===== src/rtl/tone_scheduler.sv =====
// Tone scheduler: drives the tone divider period word and enable from live keys or a
// song ROM autoplay walk. Keys take priority over autoplay.
module tone_scheduler #(
    parameter int unsigned CLK_HZ    = 100_000_000,
    parameter int unsigned TICK_HZ   = 1000,
    parameter int unsigned NKEYS     = 8,
    parameter int unsigned ADDR_W    = 6,
    parameter int unsigned GAP_UNITS = 20
) (
    input  logic              clk,
    input  logic              rst_n,
    input  logic [NKEYS-1:0]  key,
    input  logic              play_start,
    input  logic              play_stop,
    output logic [ADDR_W-1:0] rom_addr,
    input  logic [15:0]       rom_data,
    output logic [31:0]       div,
    output logic              tone_en,
    output logic              busy
);
    localparam int unsigned       TICK_DIV   = CLK_HZ / TICK_HZ;
    localparam int unsigned       PW         = (TICK_DIV > 1) ? $clog2(TICK_DIV) : 1;
    localparam logic [PW-1:0]     PRESC_LAST = PW'(TICK_DIV - 1);
    localparam logic [ADDR_W-1:0] ADDR_LAST  = '1;
    localparam logic [11:0]       GAP_LOAD   = (GAP_UNITS == 0) ? 12'd1 : 12'(GAP_UNITS);

    typedef enum logic [2:0] {IDLE, KEY, FETCH, LATCH, NOTE, GAP} state_t;

    function automatic logic [31:0] pitch_div(input logic [3:0] p);
        case (p)
            4'd1:    pitch_div = 32'(CLK_HZ / 262);
            4'd2:    pitch_div = 32'(CLK_HZ / 294);
            4'd3:    pitch_div = 32'(CLK_HZ / 330);
            4'd4:    pitch_div = 32'(CLK_HZ / 349);
            4'd5:    pitch_div = 32'(CLK_HZ / 392);
            4'd6:    pitch_div = 32'(CLK_HZ / 440);
            4'd7:    pitch_div = 32'(CLK_HZ / 494);
            4'd8:    pitch_div = 32'(CLK_HZ / 523);
            4'd9:    pitch_div = 32'(CLK_HZ / 587);
            4'd10:   pitch_div = 32'(CLK_HZ / 659);
            4'd11:   pitch_div = 32'(CLK_HZ / 698);
            4'd12:   pitch_div = 32'(CLK_HZ / 784);
            4'd13:   pitch_div = 32'(CLK_HZ / 880);
            4'd14:   pitch_div = 32'(CLK_HZ / 988);
            default: pitch_div = '0;
        endcase
    endfunction

    state_t            state_q, state_d;
    logic [ADDR_W-1:0] addr_d;
    logic [31:0]       div_d;
    logic              en_d, busy_d;
    logic [11:0]       units_q, units_d;
    logic [PW-1:0]     presc_q, presc_d;
    logic [3:0]        key_pitch;
    logic [3:0]        rom_pitch;
    logic [11:0]       rom_dur;
    logic              period_end;

    assign rom_pitch  = rom_data[15:12];
    assign rom_dur    = rom_data[11:0];
    assign period_end = (presc_q == PRESC_LAST) && (units_q == 12'd1);

    // Scanning downward leaves the lowest pressed key's pitch in key_pitch.
    always_comb begin
        key_pitch = '0;
        for (int unsigned i = NKEYS; i > 0; i--) begin
            if (key[i-1]) key_pitch = 4'(i);
        end
    end

    always_comb begin
        state_d = state_q;
        addr_d  = rom_addr;
        div_d   = div;
        en_d    = tone_en;
        busy_d  = busy;
        units_d = units_q;
        presc_d = presc_q;

        if (state_q == NOTE || state_q == GAP) begin
            if (presc_q == PRESC_LAST) begin
                presc_d = '0;
                units_d = units_q - 12'd1;
            end else begin
                presc_d = presc_q + PW'(1);
            end
        end

        if (key != '0) begin
            state_d = KEY;
            div_d   = pitch_div(key_pitch);
            en_d    = 1'b1;
            busy_d  = 1'b0;
            addr_d  = '0;
        end else begin
            case (state_q)
                IDLE: begin
                    if (play_start && !play_stop) begin
                        state_d = FETCH;
                        addr_d  = '0;
                        busy_d  = 1'b1;
                    end
                end
                KEY: begin
                    state_d = IDLE;
                    en_d    = 1'b0;
                end
                default: begin
                    if (play_stop) begin
                        state_d = IDLE;
                        en_d    = 1'b0;
                        busy_d  = 1'b0;
                        addr_d  = '0;
                    end else begin
                        case (state_q)
                            FETCH: state_d = LATCH;
                            LATCH: begin
                                if (rom_pitch == 4'hF) begin
                                    state_d = IDLE;
                                    busy_d  = 1'b0;
                                end else begin
                                    state_d = NOTE;
                                    units_d = (rom_dur == '0) ? 12'd1 : rom_dur;
                                    presc_d = '0;
                                    en_d    = (rom_pitch != 4'd0);
                                    if (rom_pitch != 4'd0) div_d = pitch_div(rom_pitch);
                                end
                            end
                            NOTE: begin
                                if (period_end) begin
                                    state_d = GAP;
                                    en_d    = 1'b0;
                                    units_d = GAP_LOAD;
                                    presc_d = '0;
                                end
                            end
                            GAP: begin
                                if (period_end) begin
                                    if (rom_addr == ADDR_LAST) begin
                                        state_d = IDLE;
                                        busy_d  = 1'b0;
                                    end else begin
                                        state_d = FETCH;
                                        addr_d  = rom_addr + ADDR_W'(1);
                                    end
                                end
                            end
                            default: state_d = IDLE;
                        endcase
                    end
                end
            endcase
        end
    end

    always_ff @(posedge clk or negedge rst_n) begin
        if (!rst_n) begin
            state_q  <= IDLE;
            rom_addr <= '0;
            div      <= '0;
            tone_en  <= 1'b0;
            busy     <= 1'b0;
            units_q  <= '0;
            presc_q  <= '0;
        end else begin
            state_q  <= state_d;
            rom_addr <= addr_d;
            div      <= div_d;
            tone_en  <= en_d;
            busy     <= busy_d;
            units_q  <= units_d;
            presc_q  <= presc_d;
        end
    end
endmodule


===== config.mk =====
export PLATFORM = sky130hd
export DESIGN_NAME = tone_scheduler
export DESIGN_NICKNAME = d
export VERILOG_FILES = /design/src/rtl/tone_scheduler.sv
export SDC_FILE = /design/constraint.sdc
export NUM_CORES = 1
export LEC_CHECK = 0
export ABC_AREA = 0
export CAP_MARGIN = 20
export CORE_ASPECT_RATIO = 0.8
export CORE_MARGIN = 8
export CORE_UTILIZATION = 35
export DETAILED_ROUTE_END_ITERATION = 8
export PLACE_DENSITY = 0.64
export SLEW_MARGIN = 5
export SYNTH_ARGS = -nofsm -noshare
export SYNTH_HDL_FRONTEND = slang
export SYNTH_SLANG_ARGS = --single-unit

===== constraint.sdc =====
create_clock -name clk -period 5.4 [get_ports clk]
set_input_delay 1.35 -clock clk [delete_from_list [all_inputs] [get_ports clk]]
set_output_delay 1.35 -clock clk [all_outputs]
set_load 0.02 [all_outputs]

== Word level (Yosys, flattened, before mapping) ==
Memories as Yosys holds them, arrays and structs flattened.
Cells that the tools add are included.
Storage, ports and cells
  register bits: 72
  logic and storage cells: 116
  memories kept: 2
  input port bits: 28
  ROM bits: 608
Operators by class
  mux-type cells: 61
  reductions and logical operators: 20
  add/subtract/negate cells: 3
  eq/ne operators: 23
Memory list
  (no name shown): depth 16, bits a word 19, read ports 1, clocked after Yosys merged registers in 0, write ports 0, line 30  | case (p)
  (no name shown): depth 16, bits a word 19, read ports 1, clocked after Yosys merged registers in 0, write ports 0, line 30
Operators by type and width (count)
  $mux 32: 6
  $mux 17: 7
  $mux 12: 8
  $mux 6: 6
  $pmux 17 s2: 1
  $mux 4: 8
  $pmux 12 s2: 1
  $mux 3: 6
  $add 17x1->17 const B: 1
  $eq 17x17->1 const B: 1
  $eq 12x1->1 const B: 1
  $logic_not 12->1: 1
  $ne 6x3->1 const B: 2
  $pmux 3 s4: 1
  $pmux 6 s2: 1
  $reduce_bool 4->1: 3
  $sub 12x1->12 const B: 1
  $mux 1: 10
  $ne 5x3->1 const B: 2
  $ne 5x5->1 const B: 2
  $reduce_and 5->1: 2
  $reduce_bool 5->1: 2
  $pmux 1 s2: 4
  $reduce_bool 8->1: 1
  22 further kinds: 29

== Depth between registers and ports, before layout ==
An unclocked memory read counts as a cell.
  depth in word-level cells: 10
  mapped depth: 10
  depth with buffers taken out: 10

== Worst setup path before layout ==
No wires, ideal clock.
  path kind: input port to flip-flop
  from: in key[3]
  to: reg presc_q[12]
  path slack: 2.274 ns
  stages on the path: 7
  path buffers: 2
  data arrival time: 3.007 ns
  data required time: 5.281 ns
  cell sequence: or4_1 > or4_1 > buf_2 > a21oi_2 > a31o_2 > buf_6 > nor2_1
Between the ends
  cells in the longest elaborated chain, start to end: 2
RTL lines
  start: declaration: line 12  | input logic [NKEYS-1:0] key,
  $reduce_bool 8->1: line 90  | if (key != '0) begin
  $mux 17: line 90
  named net presc_d[12]: line 54  | logic [PW-1:0] presc_q, presc_d;
  end signal: assignment: line 173  | presc_q <= presc_d;
  end: declaration: line 54
The timed path passes the listed nets, and every way through them passes these cells.
A chain may end at the register's enable or synchronous reset.

== Worst setup path after layout ==
  from: in key[3]
  to: reg presc_q[3]
The elaborated chain is that of the path after synthesis.

==> metrics.md <==
| Metric | Value |
|---|---|
| Worst Path Max Fanout | 15 |
| CP endpoint | presc_q[3]$_DFF_PN0_ |
| Post-DP HPWL | 9700 um |
| Initial antenna violation count | 0 |
| Pleak | 0.00196 uW |
| Initial Utilization | 0.360 |
| Gate Count Post-Synth | 529 |
| Top-Level Pins | 68 |
| CP max-delay cell | or4_1 |
| Post-Route WL | 13000 um |
| Critical Path Max Stage Delay | 0.79 ns |
| Post-route clock skew | 0.00818 ns |
| Synth top cells by count | dfrtp_1, nor2_1, nand2_1, o21ai_0, a21oi_1 |
| Min-Delay Path Class | reg -> reg |
| Library cell with the largest summed area after synthesis | dfrtp_1 |
| Final ANT Viol Nets | 0 |
| Place WS | 1.23 ns |
| Die area | 16400 um^2 |
| GP Congestion | 0.923 |
| DRC | 0 |
| Clock tree sinks | 59 |
| Finished Cell Area | 5310 um^2 |
| Post-route minimum period | 3.85 ns |
| Final setup fails | 0 |
| Clock Latency Late Sink | 0.33 ns |
| Status | finished, final reports clean |
| Post-synth EDFFs | 0 |
| Die Width | 141 um |
| Via/cell ratio | 5.55 |
| Largest cells by area after synthesis | dfrtp_1, ha_1, o21ai_0 |
| CTS resizes | 0 |
| Top-count cell post-synth | dfrtp_1 |
| Setup_tns | 0 ns |
| CTS tree | yes |
| Share of the synthesized area in the top cell type | 0.336 |
| Final Hold Fails | 0 |
| Final WS setup | 1.55 ns |
| Multi-input logic area | 2670 um^2 |
| First-pass GRT wire length | 21400 um |
| Global route overflow | 0 |
| Relative slew slack | 0.442 |
| Placement Cell Area | 5010 um^2 |
| Layout cells sized above 1 | 0.0765 |
| FF-to-FF End | units_q[3]$_DFF_PN0_ |
| Ys async rst share | 1.00 |
| Crit path depth | 6 |
| Wire per inst | 17.5 um |
| Maxcap violations | 0 |
| GRT Overall Usage | 0.163 |
| Critical Path RT | 5.60 ns |
| CTS root buf | clkbuf_16 |
| Period utilisation layout | 0.713 |
| Seq/Total Area, Yosys | 0.336 |
| Via count | 4143 |
| CP Class | in -> reg |
| R2r startpoint | presc_q[6]$_DFF_PN0_ |
| WHS | 0.484 ns |
| Reg2reg setup slack | 2.24 ns |
| Average size of a mapped cell | 8.31 um^2 |
| Max VDD drop | 137 uV |
| Most frequent CP cell | or4_1 |
| # diodes | 0 |
| Max-slew violation count | 0 |
| Unique cell type count in the Yosys netlist | 66 |
| CP endpoint kind | flip-flop |
| Area of the core | 12200 um^2 |
| Pwr Density | 230 nW/um^2 |
| TritonRoute pass-1 iters | 4 |
| Postcts setup bufs | 0 |
| Clk buf depth | 2 |
| 1st-iter DRT viols | 416 |
| FF+latch count, synth | 59 |
| Worst Tran Pin Value | 0.829 ns |
| Syn-to-layout area delta | 20.7% |
| Worst Setup SP | key[3] |
| Mapped cell area | 4400 um^2 |
| Crit path cell chain | clkdlybuf4s50_1 > or4_1 > or4_1 > a21oi_2 > a31o_2 > nor2_1 |
| Most used flip-flop cell after synthesis | dfrtp_1 |
| Fillers | 1225 |
| Post-layout util | 0.435 |
| Crit-path leading delay family | simple AND/OR/NAND/NOR gates |
| Nature of the critical path startpoint | primary input |
| Buffers on Ports | 54 |
| Reg2Reg Depth | 5 |
| CP bufs+invs | 1 |
| Hold buffer count at cts | 0 |
| Syn. warnings | 0 |
| Worst EP arrival | 4.05 ns |
| Reg area | 1480 um^2 |
| Vias in the first global route | 3935 |
| CTS Buf Count | 9 |
| Fmax | 260 MHz |
| Largest net degree at the start of global routing | 60 |
| H-Tree Depth | 3 |
| Clock-pin slew on the worst setup and hold paths | 0.05 ns |
| Final #Nets | 617 |
| Die height | 116 um |
| RSZ-0062 raised after global routing | no |
| Number of cell rows | 36 |
-- registers in the layout (all words and copies together), names as in the netlist --
register  cells
busy          1
div          19
presc_q      17
rom_addr      6
state_q       3
tone_en       1
units_q      12
-- where the power goes --
| part | internal (uW) | switching, uW | leakage (uW) |
|---|---|---|---|
| Clock | 367 | 201 | 0.000145 |
| Sequential | 457 | 8.89 | 0.000622 |
| Combinational | 75.6 | 110 | 0.00120 |
-- cells by family after synthesis --
| group | after synthesis | share of synthesized area |
|---|---|---|
| other | 1 | 0.000853 |
| XOR/XNOR | 24 | 0.0478 |
| multiplexers | 9 | 0.0302 |
| AND/OR/NAND/NOR | 219 | 0.260 |
| buffers and inverters | 62 | 0.0686 |
| AO/OA/AOI/OAI | 136 | 0.203 |
| flip-flops | 59 | 0.336 |
| adder cells (fa/ha/maj) | 19 | 0.0541 |
-- how the worst min path moves through the flow --
stage | from | to | slack (ns) | cells past startpoint
3_5_place_dp | div[10]$_DFFE_PN0P_ | div[10]$_DFFE_PN0P_ | 0.48 | 1
5_1_grt | div[3]$_DFFE_PN0P_ | div[3]$_DFFE_PN0P_ | 0.51 | 2
2_1_floorplan | presc_q[16]$_DFF_PN0_ | presc_q[16]$_DFF_PN0_ | 0.50 | 2
3_3_place_gp | div[10]$_DFFE_PN0P_ | div[10]$_DFFE_PN0P_ | 0.47 | 1
4_1_cts | div[10]$_DFFE_PN0P_ | div[10]$_DFFE_PN0P_ | 0.49 | 1
6_report | div[8]$_DFFE_PN0P_ | div[8]$_DFFE_PN0P_ | 0.48 | 2
-- per-layer routing --
layer	track usage	part of all wire
met1	0.231	0.48
met2	0.234	0.42
met5	0	0
met3	0.0486	0.088
met4	0.0450	0.0092
-- worst register-to-register path, stage by stage, from the launching register on --
cell	delay, ns
dfrtp_1	0.43
nor4b_2	0.43
nand4_1	0.63
nor4_1	0.92
o21a_1	0.42
o21ai_0	0.18
-- metrics by stage --
| stage | std cells | total power (uW) |
|---|---|---|
| after floorplan | 541 | 575 |
| after global placement | 730 | 657 |
| after detailed placement | 730 | 657 |
| after CTS | 746 | 1240 |
| after global routing | 746 | 1280 |
| final | 746 | 1220 |
-- cell type report --
class / instances / share of cell area
flip-flops and latches: 59 / 0.278
well taps: 171 / 0.0403
clock inverters: 5 / 0.00990
multi-input cells: 420 / 0.502
inverters: 19 / 0.0134
clock buffers: 11 / 0.0457
repair buffers: 61 / 0.111
-- placed cells by master, fill, tap and decap left out, types with 7 or more instances in the layout --
cell,instances
a21oi_1,27
a31oi_1,9
and3_1,7
buf_4,7
clkbuf_16,9
clkdlybuf4s50_1,53
conb_1,13
dfrtp_1,59
ha_1,19
inv_1,19
nand2_1,48
nand2b_1,11
nand3_1,24
nand4_1,7
nor2_1,50
nor2b_1,7
nor3_1,16
nor4_1,14
o211ai_1,10
o21ai_0,41
or3_1,8
xnor2_1,14
xor2_1,10
Note: power is estimated with default switching activity, not from simulation.
